File: config.mk
export PLATFORM = sky130hd
export DESIGN_NAME = wb_arbiter_rr
export DESIGN_NICKNAME = d
export VERILOG_FILES = /design/src/rtl/wb_arbiter_rr.sv
export SDC_FILE = /design/constraint.sdc
export NUM_CORES = 1
export LEC_CHECK = 0
export ABC_AREA = 1
export BUFFER_PORTS_ARGS = -buffer_cell sky130_fd_sc_hd__buf_2
export CAP_MARGIN = 40
export CORE_AREA = 8 8 162 164
export DETAILED_ROUTE_END_ITERATION = 6
export DIE_AREA = 0 0 170 172
export PLACE_DENSITY = 0.52
export SLEW_MARGIN = 20
export SYNTH_ARGS = -nofsm -noshare
export SYNTH_HDL_FRONTEND = slang
export SYNTH_SLANG_ARGS = --single-unit
File: constraint.sdc
create_clock -name clk -period 3.3 [get_ports clk]
set_input_delay 0.33 -clock clk [delete_from_list [all_inputs] [get_ports clk]]
set_output_delay 0.33 -clock clk [all_outputs]
set_load 0.005 [all_outputs]
File: src/rtl/wb_arbiter_rr.sv
// ============================================================================
// Module   : wb_arbiter_rr
// Purpose  : Round-robin arbiter sharing one pipelined Wishbone slave among
//            numm masters, with outstanding-request tracking per grant.
// Option   : WB_ARB_TIMEOUT_EN enables the no-response abort timer.
// Revision : 1.0 - initial release
// ============================================================================
`default_nettype none

module wb_arbiter_rr #(
   parameter int numm    = 3,
   parameter int maxout  = 4,
   parameter int timeout = 255,
   parameter int aw      = 32,
   parameter int dw      = 32
) (
   input  logic                        clk,
   input  logic                        rst,
   input  logic [numm-1:0]             wbm_cyc,
   input  logic [numm-1:0]             wbm_stb,
   input  logic [numm-1:0]             wbm_we,
   input  logic [numm-1:0][aw-1:0]     wbm_adr,
   input  logic [numm-1:0][dw/8-1:0]   wbm_sel,
   input  logic [numm-1:0][dw-1:0]     wbm_dat_w,
   output logic [numm-1:0]             wbm_stall,
   output logic [numm-1:0]             wbm_ack,
   output logic [numm-1:0]             wbm_err,
   output logic [numm-1:0][dw-1:0]     wbm_dat_r,
   output logic                        wbs_cyc,
   output logic                        wbs_stb,
   output logic                        wbs_we,
   output logic [aw-1:0]               wbs_adr,
   output logic [dw/8-1:0]             wbs_sel,
   output logic [dw-1:0]               wbs_dat_w,
   input  logic                        wbs_stall,
   input  logic                        wbs_ack,
   input  logic                        wbs_err,
   input  logic [dw-1:0]               wbs_dat_r,
   output logic [numm-1:0]             grant
);

   localparam int iw = $clog2(numm);
   localparam int cw = $clog2(maxout + 1);

   typedef enum logic [0:0] {IDLE = 1'b0, GRANT = 1'b1} state_t;

   state_t              state, state_n;
   logic [iw-1:0]       ptr, ptr_n, win_idx;
   logic [cw-1:0]       cnt, cnt_n;
   logic [numm-1:0]     grant_n, win_oh, req;
   logic                win_found;
   logic                own_cyc, own_stb, own_we;
   logic [aw-1:0]       own_adr;
   logic [dw/8-1:0]     own_sel;
   logic [dw-1:0]       own_dat;
   logic                full, resp, resp_ok, live, accept, to_hit;

`ifdef WB_ARB_TIMEOUT_EN
   localparam int tw = $clog2(timeout + 1);
   logic [tw-1:0]   timer;
   logic [numm-1:0] abort_mask;

   // timer holds (cycles since acceptance - 1), so the abort lands on the
   // timeout-th cycle after the request was accepted
   assign to_hit = (state == GRANT) && (cnt != '0) && !resp && (timer == tw'(timeout - 1));
   assign req    = wbm_cyc & ~abort_mask;

   always_ff @(posedge clk) begin
      if (rst) begin
         timer      <= '0;
         abort_mask <= '0;
      end else begin
         timer      <= (state != GRANT || cnt == '0 || resp || to_hit) ? '0 : timer + tw'(1);
         abort_mask <= (abort_mask & wbm_cyc) | (to_hit ? grant : '0);
      end
   end
`else
   logic unused_cfg;
   assign unused_cfg = (timeout < 1);
   assign to_hit     = 1'b0;
   assign req        = wbm_cyc;
`endif

   always_ff @(posedge clk) begin
      if (rst) begin
         state <= IDLE;
         grant <= '0;
         ptr   <= iw'(numm - 1);
         cnt   <= '0;
      end else begin
         state <= state_n;
         grant <= grant_n;
         ptr   <= ptr_n;
         cnt   <= cnt_n;
      end
   end

   // rotating search starting just after the last winner
   always_comb begin
      int j;
      win_found = 1'b0;
      win_idx   = '0;
      win_oh    = '0;
      for (int k = 1; k <= numm; k++) begin
         j = (int'(ptr) + k) % numm;
         if (!win_found && req[j]) begin
            win_found = 1'b1;
            win_idx   = iw'(j);
            win_oh[j] = 1'b1;
         end
      end
   end

   always_comb begin
      own_cyc = 1'b0;
      own_stb = 1'b0;
      own_we  = 1'b0;
      own_adr = '0;
      own_sel = '0;
      own_dat = '0;
      for (int i = 0; i < numm; i++) begin
         if (grant[i]) begin
            own_cyc = wbm_cyc[i];
            own_stb = wbm_stb[i];
            own_we  = wbm_we[i];
            own_adr = wbm_adr[i];
            own_sel = wbm_sel[i];
            own_dat = wbm_dat_w[i];
         end
      end

      full      = (cnt == cw'(maxout));
      resp      = wbs_ack | wbs_err;
      resp_ok   = (state == GRANT) && own_cyc && (cnt != '0) && resp;
      live      = (state == GRANT) && own_cyc && !to_hit;

      wbs_cyc   = live;
      wbs_stb   = live && own_stb && !full;
      wbs_we    = live && own_we;
      wbs_adr   = live ? own_adr : '0;
      wbs_sel   = live ? own_sel : '0;
      wbs_dat_w = live ? own_dat : '0;
      accept    = wbs_stb && !wbs_stall;

      for (int i = 0; i < numm; i++) begin
         wbm_stall[i] = 1'b1;
         wbm_ack[i]   = 1'b0;
         wbm_err[i]   = 1'b0;
         wbm_dat_r[i] = '0;
         if (grant[i]) begin
            wbm_stall[i] = !live || full || wbs_stall;
            wbm_ack[i]   = resp_ok && wbs_ack;
            wbm_err[i]   = (resp_ok && wbs_err) || to_hit;
            wbm_dat_r[i] = wbs_dat_r;
         end
      end

      state_n = state;
      grant_n = grant;
      ptr_n   = ptr;
      cnt_n   = cnt;
      case (state)
         IDLE: begin
            cnt_n = '0;
            if (win_found) begin
               state_n = GRANT;
               grant_n = win_oh;
               ptr_n   = win_idx;
            end
         end
         GRANT: begin
            if (!own_cyc || to_hit) begin
               state_n = IDLE;
               grant_n = '0;
               cnt_n   = '0;
            end else if (accept && !resp_ok) begin
               cnt_n = cnt + cw'(1);
            end else if (!accept && resp_ok) begin
               cnt_n = cnt - cw'(1);
            end
         end
         default: state_n = IDLE;
      endcase
   end

endmodule

`default_nettype wire

# Word level (Yosys, flattened, before mapping)
# Cells that the tools add are included.
[word_totals] register_bits=9 inputBits=250 output_inout_bits=179 elab_cells=121
[op_classes] addsub=5 div=3 order_cmp=6 n_eq_ne=4 n_mux=67 bitwise=4 n_reduce_logical=28
[ops] operator="$mux 32" count=11
[ops] operator="$ge 32x1->1 const B" count=3
[ops] operator="$lt 32x4->1 const B" count=3
[ops] operator="$mod 32x3->32 const B" count=3
[ops] operator="$mux 1" count=32
[ops] operator="$mux 3" count=8
[ops] operator="$logic_and 1x1->1" count=16
[ops] operator="$mux 4" count=4
[ops] operator="$pmux 3 s2" count=2
[ops] operator="$logic_not 1->1" count=7
[ops] operator="$add 2x2->3 const B" count=2
[ops] operator="$bmux 1 s2" count=3
[ops] operator="$demux 1 s2" count=3
[ops] operator="$mux 2" count=3
[ops] operator="$or 3x3->3" count=2
[ops] operator="$ne 2x2->1 const B" count=2
[ops] operator="$ne 4x2->1 const B" count=1
[ops] operator="$reduce_and 2->1" count=2
[ops] operator="$add 2x1->3 const B" count=1
[ops] operator="$add 3x1->3 const B" count=1
[ops] operator="$eq 3x3->1 const B" count=1
[ops] operator="$reduce_bool 3->1" count=1
[ops] operator="$sub 3x1->3 const B" count=1
[ops] operator="$logic_or 1x1->1" count=2
[ops] operator="3 further kinds" count=3

# Longest topological paths before layout
[depth] depth_word=14 ltp_mapped=15 ltp_nobuf=13

# Least setup slack after synthesis
# OpenSTA, ideal clock, no wires.
[synth_timing] path_kind="register to register" startpoint="register grant[0]" endpoint="register cnt[2]" setup_ns=0.116 arrival_ns=2.163 t_required_ns=3.184 setup_slack_ns=1.022 path_stages_with_launch=15 path_buffers=3 synth_period_minus_slack_ns=2.278 cell_sequence="dfxtp_1 buf_4 nand2_4 o21ai_2 o21ai_2 nor2_4 buf_12 buf_12 nand2_1 ha_1 fa_1 a21oi_1 o21ai_0 xor2_1 nor2_1"
[synth_via] elab_chain_cells=11 elab_cells_between_ends=20 classes_between="1 x eq/ne; 9 x mux; 10 x reduce/logical"
[synth_lines] item="start: declaration" line="39" text="output logic [numm-1:0] grant"
[synth_lines] item="start signal: assignment" line="92" text="grant <= grant_n;"
[synth_lines] item="$mux 1 * (3 in a row)" line="122" text="if (grant[i]) begin"
[synth_lines] item="$logic_and 1x1->1 *" line="135" text="live = (state == GRANT) && own_cyc && !to_hit;"
[synth_lines] item="named net wbs_cyc" line="29" text="output logic wbs_cyc,"
[synth_lines] item="$logic_and 1x1->1, on equally long branches (2 in a row)" line="138, 134"
[synth_lines] item="$logic_and 1x1->1 / $logic_not 1->1 (equally long branches)" line="143, 176"
[synth_lines] item="$logic_and 1x1->1" line="176" text="end else if (accept && !resp_ok) begin"
[synth_lines] item="$mux 3" line="176"
[synth_lines] item="$mux 3" line="172" text="if (!own_cyc || to_hit) begin"
[synth_lines] item="$pmux 3 s2" line="162" text="case (state)"
[synth_lines] item="end signal: assignment" line="94" text="cnt <= cnt_n;"
[synth_lines] item="end: declaration" line="49" text="logic [cw-1:0] cnt, cnt_n;"
# Mark *: on every way through the listed nets, which the timed path passes. The rest lies on a longest branch.
# A chain may end at the register's enable or synchronous reset.

# Final worst setup path
[layout_timing] startpoint="register grant[1]" endpoint="output wbs_sel[3]"
[layout_via] elab_chain_cells=4 elab_cells_between_ends=6 classes_between="5 x mux; 1 x reduce/logical"
[layout_lines] item="$mux 1 (2 in a row)" line="122"
[layout_lines] item="$logic_and 1x1->1" line="135"
[layout_lines] item="$mux 4 *" line="141" text="wbs_sel = live ? own_sel : '0;"
[layout_lines] item="end: declaration" line="33" text="output logic [dw/8-1:0] wbs_sel,"
# Mark *: on every way between the ends. The rest lies on a longest branch, timed or not.

==> flow_metrics.env <==
export IMPL_top_level_ports=429
export IMPL_wl_per_cell_um=16.4
export IMPL_syn_inst=587
export IMPL_cts_root_buffer_cell="clkbuf_16"
export IMPL_synth_distinct_cells=28
export IMPL_dpl_cell_area_mm2=0.00572
export IMPL_core_area_mm2=0.0238
export IMPL_yosys_area_top_type="a221oi_1"
export IMPL_ys_ff_latch=9
export IMPL_hold_viol_final=0
export IMPL_ff2ff_path_depth=13
export IMPL_clockBufferDepth=2
export IMPL_clk_pin_slew_ns=0.04
export IMPL_drc=0
export IMPL_port_buffers=428
export IMPL_end_kind="output port"
export IMPL_die_area_mm2=0.0292
export IMPL_setup_tns_ns=0
export IMPL_post_route_util_pct=24.4
export IMPL_fin_skew_ns=0.00186
export IMPL_fmax_mhz=381
export IMPL_leakagePower_nw=3.65
export IMPL_crit_arrival_ns=2.29
export IMPL_cts_resized=0
export IMPL_syn_area_mm2=0.00337
export IMPL_final_antenna_net_count=0
export IMPL_dp_hpwl_um=17600
export IMPL_post_cts_setup_buffers=0
export IMPL_synth_top_area_share_pct=17.9
export IMPL_die_x_um=170
export IMPL_cap_viol_max_count=0
export IMPL_placedCellCount=1298
export IMPL_finalPower_mw=3.50
export IMPL_grt_max_degree=70
export IMPL_wl_um=21300
export IMPL_hold_buffers=0
export IMPL_hold_depth=3
export IMPL_layout_nets=1235
export IMPL_min_delay_path_class="in2reg"
export IMPL_die_h_um=172
export IMPL_critPathKind="reg2out"
export IMPL_final_layout_size_suffix_gt1_share_pct=56.2
export IMPL_first_global_vias=5363
export IMPL_critPathRequiredTime_ns=2.97
export IMPL_period_share_pct=79.4
export IMPL_rsz0062_at_grt="no"
export IMPL_synth_warnings=0
export IMPL_final_min_clock_period_ns=2.62
export IMPL_startpoint_type="register"
export IMPL_synthToLayoutAreaGrowth_pct=72.2
export IMPL_fillerInstances=2752
export IMPL_worst_slew_pin_slew_ns=0.691
export IMPL_crit_path_max_fanout=69
export IMPL_slew_violations=0
export IMPL_routabilityCongestion=0.873
export IMPL_routed_via_density=4.14
export IMPL_outcome="finished clean"
export IMPL_grt_pass1_wl_um=30500
export IMPL_cts_tree="built"
export IMPL_rows=57
export IMPL_synth_area_top_cells="a221oi_1, nand2_1, o21ai_2"
export IMPL_irDropWorstVdd_v=0.000269
export IMPL_grt_usage_pct=13.0
export IMPL_postLayoutCellArea_mm2=0.00580
export IMPL_synth_fp_nets=843
export IMPL_syn_avg_cell_area_um2=5.74
export IMPL_finalNonFillerCells=1304
export IMPL_setup_viol=0
export IMPL_drtPass1Iterations=5
export IMPL_drt_iter0_markers=254
export IMPL_seq_area_frac_synth_pct=5.35
export IMPL_htree_levels=1
export IMPL_p_per_area_mw_per_mm2=603
export IMPL_clock_sinks=9
export IMPL_grt_overflow_total=0
export IMPL_numCtsBuffers=3
export IMPL_slew_headroom_pct=54.0
export IMPL_start_util_pct=14.2
export IMPL_vias=5404
export IMPL_antenna_found_initial=4
export IMPL_clk_insertion_delay_late_ns=0.23
## metal layers
metal / up-vias / share of wire (%) / global-route usage, %
met2: 271 / 49 / 22.7
met3: 16 / 9.5 / 3.70
met4: 2 / 0.93 / 1.98
met5: - / 0.047 / 0
met1: 2399 / 41 / 16.0
li1: 2716 / - / -
## worst paths after layout
path,startpoint,endpoint,slack [ns]
worst max-delay path,grant[1]$_SDFFE_PP0P_,wbs_sel[3],0.68
worst min-delay path,rst,ptr[1]$_SDFFE_PP1P_,0.34
worst max register to register,grant[1]$_SDFFE_PP0P_,cnt[2]$_SDFFE_PP0P_,0.81
worst min register to register,cnt[1]$_SDFFE_PP0P_,cnt[1]$_SDFFE_PP0P_,0.53
## report_power, final
group,switching [mW],leakage [nW],total [mW],internal (mW)
Clock,0.0526,0.0382,0.214,0.161
Sequential,0.114,0.0752,0.265,0.151
Combinational,1.89,3.54,3.02,1.13
Total,2.06,3.65,3.50,1.45
## critical path, stage by stage (launching register included)
cell     delay [ns]
dfxtp_4        0.55
a21oi_1        0.13
o21ai_2        0.08
o21ai_2        0.09
nor2_4         0.24
buf_12         0.34
o21ai_0        0.16
nor2_1         0.17
buf_2          0.17
## per-stage QoR
stage	setup WS (ns)	hold WS, ns
3_5_place_dp	0.807	0.535
6_report	0.678	0.345
2_1_floorplan	1.02	0.425
5_1_grt	0.491	0.376
4_1_cts	0.638	0.345
3_3_place_gp	0.772	0.526
## flip-flops by register name, indices dropped and copies added, names as in the netlist
register / count
ptr: 2
state: 1
cnt: 3
grant: 3
## synth_stat cells, drive strengths merged
library cell	instances
ha	5
nor3	2
nor2	89
dfxtp	9
xor2	2
nand2	138
nand4	3
clkbuf	26
a221oi	69
a21oi	6
o21ai	79
buf	25
clkinv	1
fa	1
and2	1
nand3	16
inv	115
## area by class of cell
class | count | area [um2] | share of cell area, %
antenna | 2 | 5.00 | 0.0862
timing repair buffer | 438 | 2250 | 38.8
inverter | 116 | 443 | 7.63
multi-input combinational | 411 | 2430 | 41.9
clock buffer | 4 | 78.8 | 1.36
sequential | 9 | 188 | 3.23
tap | 324 | 405 | 6.98
## kinds of logic (layout without fill, tap and decap cells)
family                     after synthesis  count (layout)  synth area share (%)
buffers and inverters                  167             558                  22.4
adders and majority gates                6               6                  2.45
DFF                                      9               9                  5.35
AOI/OAI and AO/OA                      154             154                  36.1
other                                    0               2                     0
xor gates and xnor gates                 2               2                 0.520
and+or+nand+nor                        249             249                  33.1
## placed cells by master (no fill, tap or decap), types with 8 or more instances in the layout
| cell type | instances |
|---|---|
| nand2_1 | 134 |
| o21ai_2 | 50 |
| nor2_2 | 49 |
| buf_2 | 428 |
| o21ai_0 | 29 |
| buf_4 | 8 |
| a221oi_1 | 69 |
| inv_1 | 113 |
| nor2_1 | 39 |
| nand3_1 | 16 |
(Power assumes the default switching activity.)
